### src/rtl/branch_offset_encoder_pkg.sv
// Shared widths, payload types and field packing for the branch offset encoder.
// The decoder-side sign_extend_shifter uses the same width defaults.
package branch_offset_encoder_pkg;

   localparam int DATA_WIDTH      = 16;
   localparam int FIELD_MAX_WIDTH = 12;
   localparam int FIELD_MIN_WIDTH = 8;
   localparam int SHIFT_AMOUNT    = 1;
   localparam int ERR_CNT_WIDTH   = 8;

   typedef logic [DATA_WIDTH-1:0]      addr_t;
   typedef logic [FIELD_MAX_WIDTH-1:0] field_t;
   typedef logic [ERR_CNT_WIDTH-1:0]   err_cnt_t;

   typedef enum logic {
      FIELD_BRANCH = 1'b0,
      FIELD_JUMP   = 1'b1
   } field_sel_e;

   typedef struct packed {
      addr_t pc;
      addr_t target;
      logic  jump;
   } s1_item_t;

   typedef struct packed {
      field_t field;
      logic   errAlign;
      logic   errRange;
   } s2_item_t;

   // Branch fields occupy the low bits only; the upper bits of the bus stay zero.
   function automatic field_t packField(addr_t scaled, logic jump);
      field_t result;
      if (field_sel_e'(jump) == FIELD_JUMP) begin
         result = scaled[FIELD_MAX_WIDTH-1:0];
      end else begin
         result = {{(FIELD_MAX_WIDTH-FIELD_MIN_WIDTH){1'b0}}, scaled[FIELD_MIN_WIDTH-1:0]};
      end
      return result;
   endfunction

endpackage

### src/rtl/branch_offset_encoder_if.sv
// Request/result bus of the branch offset encoder; master drives requests,
// slave (the encoder) returns the encoded field and error status.
interface branch_offset_encoder_if;
   import branch_offset_encoder_pkg::*;

   logic     in_valid;
   logic     in_ready;
   addr_t    pc;
   addr_t    target;
   logic     jump;
   logic     out_valid;
   logic     out_ready;
   field_t   field;
   logic     err_align;
   logic     err_range;
   err_cnt_t err_count;

   modport master (
      output in_valid, pc, target, jump, out_ready,
      input  in_ready, out_valid, field, err_align, err_range, err_count
   );

   modport slave (
      input  in_valid, pc, target, jump, out_ready,
      output in_ready, out_valid, field, err_align, err_range, err_count
   );

endinterface

### src/rtl/branch_offset_encoder_range_check.sv
// Decides whether a scaled displacement survives truncation to the selected
// immediate field, i.e. sign-extending the field gives back the same value.
module offset_range_check
   import branch_offset_encoder_pkg::*;
(
   input  addr_t i_scaled,
   input  logic  i_jump,
   output logic  o_fits
);

   logic w_jumpFits;
   logic w_branchFits;

   assign w_jumpFits = (i_scaled ==
      {{(DATA_WIDTH-FIELD_MAX_WIDTH){i_scaled[FIELD_MAX_WIDTH-1]}}, i_scaled[FIELD_MAX_WIDTH-1:0]});

   assign w_branchFits = (i_scaled ==
      {{(DATA_WIDTH-FIELD_MIN_WIDTH){i_scaled[FIELD_MIN_WIDTH-1]}}, i_scaled[FIELD_MIN_WIDTH-1:0]});

   assign o_fits = i_jump ? w_jumpFits : w_branchFits;

endmodule

### src/rtl/branch_offset_encoder.sv
// Two-stage encoder turning (pc, target, jump) into a PC-relative immediate
// field with alignment/range flags and a saturating error counter.
module branch_offset_encoder
   import branch_offset_encoder_pkg::*;
(
   input logic                    clk,
   input logic                    rst,
   branch_offset_encoder_if.slave bus
);

   s1_item_t r_s1Item;
   logic     r_s1Valid;
   s2_item_t r_s2Item;
   logic     r_s2Valid;
   err_cnt_t r_errCount;

   logic  w_s2Adv;
   logic  w_s1Adv;
   logic  w_inReady;
   logic  w_outAccept;
   addr_t w_disp;
   addr_t w_scaled;
   logic  w_errAlign;
   logic  w_fits;

   // Each stage advances when it is empty or the stage after it is moving,
   // so a full pipeline can accept and emit in the same cycle.
   always_comb begin
      w_s2Adv     = !r_s2Valid || bus.out_ready;
      w_s1Adv     = !r_s1Valid || w_s2Adv;
      w_inReady   = w_s1Adv && !rst;
      w_outAccept = r_s2Valid && bus.out_ready;
   end

   assign w_disp     = r_s1Item.target - r_s1Item.pc;
   assign w_scaled   = addr_t'($signed(w_disp) >>> SHIFT_AMOUNT);
   assign w_errAlign = |w_disp[SHIFT_AMOUNT-1:0];

   offset_range_check u_rangeCheck (
      .i_scaled (w_scaled),
      .i_jump   (r_s1Item.jump),
      .o_fits   (w_fits)
   );

   always_ff @(posedge clk) begin
      if (rst) begin
         r_s1Valid <= 1'b0;
         r_s1Item  <= '0;
      end else if (w_s1Adv) begin
         r_s1Valid <= bus.in_valid;
         if (bus.in_valid) begin
            r_s1Item <= '{pc: bus.pc, target: bus.target, jump: bus.jump};
         end
      end
   end

   // A truncated field is still emitted alongside its error flags.
   always_ff @(posedge clk) begin
      if (rst) begin
         r_s2Valid <= 1'b0;
         r_s2Item  <= '0;
      end else if (w_s2Adv) begin
         r_s2Valid <= r_s1Valid;
         if (r_s1Valid) begin
            r_s2Item <= '{field:    packField(w_scaled, r_s1Item.jump),
                          errAlign: w_errAlign,
                          errRange: !w_fits};
         end
      end
   end

   always_ff @(posedge clk) begin
      if (rst) begin
         r_errCount <= '0;
      end else if (w_outAccept && (r_s2Item.errAlign || r_s2Item.errRange)
                   && (r_errCount != '1)) begin
         r_errCount <= r_errCount + err_cnt_t'(1);
      end
   end

   assign bus.in_ready  = w_inReady;
   assign bus.out_valid = r_s2Valid;
   assign bus.field     = r_s2Item.field;
   assign bus.err_align = r_s2Item.errAlign;
   assign bus.err_range = r_s2Item.errRange;
   assign bus.err_count = r_errCount;

endmodule

### src/flat_wrapper.sv
// flat-port wrapper written by rule: the top's interface ports become plain ports
module branch_offset_encoder_flat import branch_offset_encoder_pkg::*;
  (clk, rst, bus_in_valid, bus_pc, bus_target, bus_jump, bus_out_ready, bus_in_ready, bus_out_valid, bus_field, bus_err_align, bus_err_range, bus_err_count);
  branch_offset_encoder_if bus_i ();
  input logic clk;
  input logic rst;
  input wire logic [$bits(bus_i.in_valid)-1:0] bus_in_valid;
  input wire logic [$bits(bus_i.pc)-1:0] bus_pc;
  input wire logic [$bits(bus_i.target)-1:0] bus_target;
  input wire logic [$bits(bus_i.jump)-1:0] bus_jump;
  input wire logic [$bits(bus_i.out_ready)-1:0] bus_out_ready;
  output wire logic [$bits(bus_i.in_ready)-1:0] bus_in_ready;
  output wire logic [$bits(bus_i.out_valid)-1:0] bus_out_valid;
  output wire logic [$bits(bus_i.field)-1:0] bus_field;
  output wire logic [$bits(bus_i.err_align)-1:0] bus_err_align;
  output wire logic [$bits(bus_i.err_range)-1:0] bus_err_range;
  output wire logic [$bits(bus_i.err_count)-1:0] bus_err_count;
  assign bus_i.in_valid = bus_in_valid;
  assign bus_i.pc = bus_pc;
  assign bus_i.target = bus_target;
  assign bus_i.jump = bus_jump;
  assign bus_i.out_ready = bus_out_ready;
  assign bus_in_ready = bus_i.in_ready;
  assign bus_out_valid = bus_i.out_valid;
  assign bus_field = bus_i.field;
  assign bus_err_align = bus_i.err_align;
  assign bus_err_range = bus_i.err_range;
  assign bus_err_count = bus_i.err_count;
  branch_offset_encoder u_core (.clk(clk), .rst(rst), .bus(bus_i));
endmodule
### config.mk
export PLATFORM = sky130hd
export DESIGN_NAME = branch_offset_encoder_flat
export DESIGN_NICKNAME = d
export VERILOG_FILES = /design/src/rtl/branch_offset_encoder_pkg.sv /design/src/rtl/branch_offset_encoder_if.sv /design/src/rtl/branch_offset_encoder_range_check.sv /design/src/rtl/branch_offset_encoder.sv /design/src/flat_wrapper.sv
export SDC_FILE = /design/constraint.sdc
export NUM_CORES = 1
export LEC_CHECK = 0
export ABC_AREA = 1
export BUFFER_PORTS_ARGS = -buffer_cell sky130_fd_sc_hd__buf_2
export CAP_MARGIN = 20
export CORE_MARGIN = 3
export CORE_UTILIZATION = 50
export CTS_BUF_LIST = sky130_fd_sc_hd__clkbuf_16
export DETAILED_ROUTE_END_ITERATION = 7
export PLACE_DENSITY = 0.76
export SLEW_MARGIN = 20
export SYNTH_ARGS = -nofsm -noshare
export SYNTH_HDL_FRONTEND = slang
export SYNTH_SLANG_ARGS = --single-unit
### constraint.sdc
create_clock -name clk -period 2.03 [get_ports clk]
set_input_delay 0.1015 -clock clk [delete_from_list [all_inputs] [get_ports clk]]
set_output_delay 0.1015 -clock clk [all_outputs]
set_load 0.05 [all_outputs]
==> flow_metrics.env <==
export IMPL_largest_net_degree_at_the_start_of_global_routing=52
export IMPL_ff_latch_area_mm2=0.00114
export IMPL_cts_stage_hold_buffer_count=0
export IMPL_detailedPlacementHpwl_mm=5.69
export IMPL_worst_setup_ep_type="flip-flop"
export IMPL_grt_util_all_layers_pct=22.2
export IMPL_fin_util_pct=64.5
export IMPL_die_width_um=84.9
export IMPL_route_detailed_drc=0
export IMPL_antenna_violations_before_repair=0
export IMPL_cts_num_sinks=57
export IMPL_drv_max_cap_violation_count=0
export IMPL_status="completed"
export IMPL_first_global_vias=2907
export IMPL_fillCellCount=556
export IMPL_antenna_cells=0
export IMPL_first_pass_iters=5
export IMPL_yosys_warnings=0
export IMPL_maximum_operating_frequency_ghz=0.507
export IMPL_starting_density_of_the_core_pct=51.9
export IMPL_cp_required_ps=2280
export IMPL_rsz0062_at_grt="yes"
export IMPL_tightestPinTransition_ps=658
export IMPL_via_per_inst=5.02
export IMPL_critical_path_peak_fanout=6
export IMPL_netlist_area_mm2=0.00311
export IMPL_vertical_die_dimension_um=84.9
export IMPL_hold_path_class="primary input to flip-flop"
export IMPL_nNetsFinal=595
export IMPL_multi_input_comb_area_mm2=0.00173
export IMPL_finalMaxSlewViolations=0
export IMPL_crit_arrival_ps=2230
export IMPL_synth_seq_area_share_pct=36.7
export IMPL_fin_crit_sh_pct=97.2
export IMPL_area_growth_syn_to_layout_pct=24.1
export IMPL_number_of_buffers_created_by_cts=9
export IMPL_cts_path_max_buffers=2
export IMPL_fraction_of_final_layout_cells_with_drive_strength_greater_than_1_pct=19.0
export IMPL_gp_congestion=0.853
export IMPL_synthDominantAreaCellType="dfxtp_1"
export IMPL_die_area_mm2=0.00721
export IMPL_drt_total_wl_mm=7.64
export IMPL_slew_headroom_pct=56.1
export IMPL_fin_crit_ps=1970
export IMPL_synth_cells=474
export IMPL_number_of_drc_markers_after_the_initial_detailed_route_iteration=138
export IMPL_timing_clock_skew_ps=6.46
export IMPL_row_count=28
export IMPL_final_design_area_no_fill_mm2=0.00386
export IMPL_power_static_leakage_nw=2.00
export IMPL_grt_overflow_total=0
export IMPL_synth_nets=528
export IMPL_final_setup_viol_count=0
export IMPL_ioPinCount=61
export IMPL_h_tree_depth=3
export IMPL_pwr_density_mw_per_mm2=912
export IMPL_floorplan_core_area_mm2=0.00599
export IMPL_ys_top_cells_by_area="dfxtp_1, nand2_1, nor2_1"
export IMPL_clk_pin_slew_ps=50
export IMPL_vias=3115
export IMPL_total_of_buffers_placed_on_input_and_output_ports=60
export IMPL_worstSetupStartpointType="flip-flop"
export IMPL_wire_length_of_the_first_global_routing_pass_mm=12.9
export IMPL_setup_tns_ps=0
export IMPL_worst_setup_path_type="flip-flop to flip-flop"
export IMPL_tritoncts="built"
export IMPL_wire_per_inst_um=12.3
export IMPL_worst_ir_drop_vdd_mv=0.537
export IMPL_synth_area_per_cell_um2=6.56
export IMPL_yosys_area_top_type_share_pct=36.7
export IMPL_final_hold_violation_count=0
export IMPL_ys_ff_latch=57
export IMPL_insertion_delay_ps=320
export IMPL_dpl_instance_area_mm2=0.00351
export IMPL_clockRootBuffer="clkbuf_16"
export IMPL_synth_cell_type_count=23
export IMPL_route_antenna_remaining_nets=0
[per-layer routing]
metal  vias up  GRT usage, %  share of wire [%]
met5         -             0                  0
met4         0          8.35                2.3
met3        17          5.34                5.0
met2        60          37.9                 48
met1      1395          27.2                 45
li1       1643             -                  -
[per-stage QoR]
step	std cells	worst slack, ps	hold WS [ps]	power, mW
after global routing	621	-158	44.4	3.72
after global placement	602	34.4	351	2.08
after CTS	618	26.7	26.7	3.51
final	621	56.3	28.0	3.52
after floorplan	474	103	261	1.88
after detailed placement	602	-54.6	356	2.10
[placed cells by master, fill, tap and decap left out]
cell type,count
nand2_1,105
a21oi_2,3
buf_4,8
nor2_1,66
buf_12,1
clkinv_2,2
ha_2,4
nand3b_1,1
bufinv_16,1
xor2_1,6
clkinv_1,1
nand3_2,2
nand4_1,3
xnor2_1,2
inv_1,66
and2_1,2
clkbuf_16,9
nand3_1,30
nor3_1,1
nand2_2,5
o211ai_1,1
nor4_1,1
inv_2,1
buf_2,60
ha_4,1
dfxtp_2,1
nor2_2,5
a21oi_1,39
o21ai_0,50
or2_1,1
dfxtp_1,56
ha_1,11
fa_2,1
[final cells by class]
cell class / count / area share [%]
Timing Repair Buffer: 69 / 9.85
Multi-Input combinational cell: 340 / 44.7
Clock inverter: 7 / 1.43
Sequential cell: 57 / 29.6
Tap cell: 75 / 2.43
Inverter: 64 / 6.22
Clock buffer: 9 / 5.83
[report_power, final]
part	internal (mW)	switching (mW)	total, mW
Sequential	1.19	0.0358	1.23
Combinational	0.314	0.578	0.892
Clock	0.924	0.480	1.40
[path summary, 6_finish.rpt]
kind                       startpoint                    to  slack [ps]  cells past startpoint
hold / removal         bus_target[11]   u_core.r_s1Item[12]          30                      3
setup reg to reg  u_core.r_s1Item[25]  u_core.bus.err_range          60                     15
setup / recovery  u_core.r_s1Item[25]  u_core.bus.err_range          60                     15
hold reg to reg   u_core.r_s1Item[23]   u_core.r_s1Item[23]         460                      2
[registers in the layout (all words and copies together) (netlist names)]
register	flops
u_core.bus.err_align	1
u_core.r_s1Valid	1
u_core.bus.err_range	1
u_core.bus.field	12
u_core.r_s1Item	33
u_core.bus.err_count	8
u_core.bus.out_valid	1
[repair_timing]
action / 4_1_cts / 5_1_grt
resized for setup: 2 / 13
endpoints found under the setup margin: 1 / 2
endpoints found under the hold margin: 0 / 0
pin swaps: 0 / 6
setup buffers: 0 / 3
[synth_stat cells (all sizes together)]
library cell / number
a21oi: 42
and2: 2
clkbuf: 13
dfxtp: 57
fa: 1
ha: 16
inv: 64
nand2: 110
nand3: 32
nand3b: 1
nand4: 3
nor2: 71
nor3: 1
nor4: 1
o211ai: 1
o21ai: 50
or2: 1
xnor2: 2
xor2: 6
[worst max-delay path: stages, from the launching register on]
cell,delay [ps]
dfxtp_1,310
inv_1,60
ha_1,360
nand2_1,130
inv_1,80
nand2_1,70
nand2_1,50
a21oi_1,230
nand2_1,110
nand2_1,80
nand2_1,70
nand2_1,60
nor2_1,40
nor2_1,110
nor2_2,40
a21oi_1,120
[kinds of logic (layout without fill, tap and decap cells)]
| family | Yosys count | after routing | share of synthesized area [%] |
|---|---|---|---|
| flops | 57 | 57 | 36.7 |
| buf+inv | 77 | 149 | 9.29 |
| compound gates | 93 | 93 | 15.3 |
| simple gates | 222 | 222 | 29.4 |
| fa+ha+maj | 17 | 17 | 7.08 |
| xor+xnor | 8 | 8 | 2.25 |
Note: power is estimated with default switching activity, not from simulation.
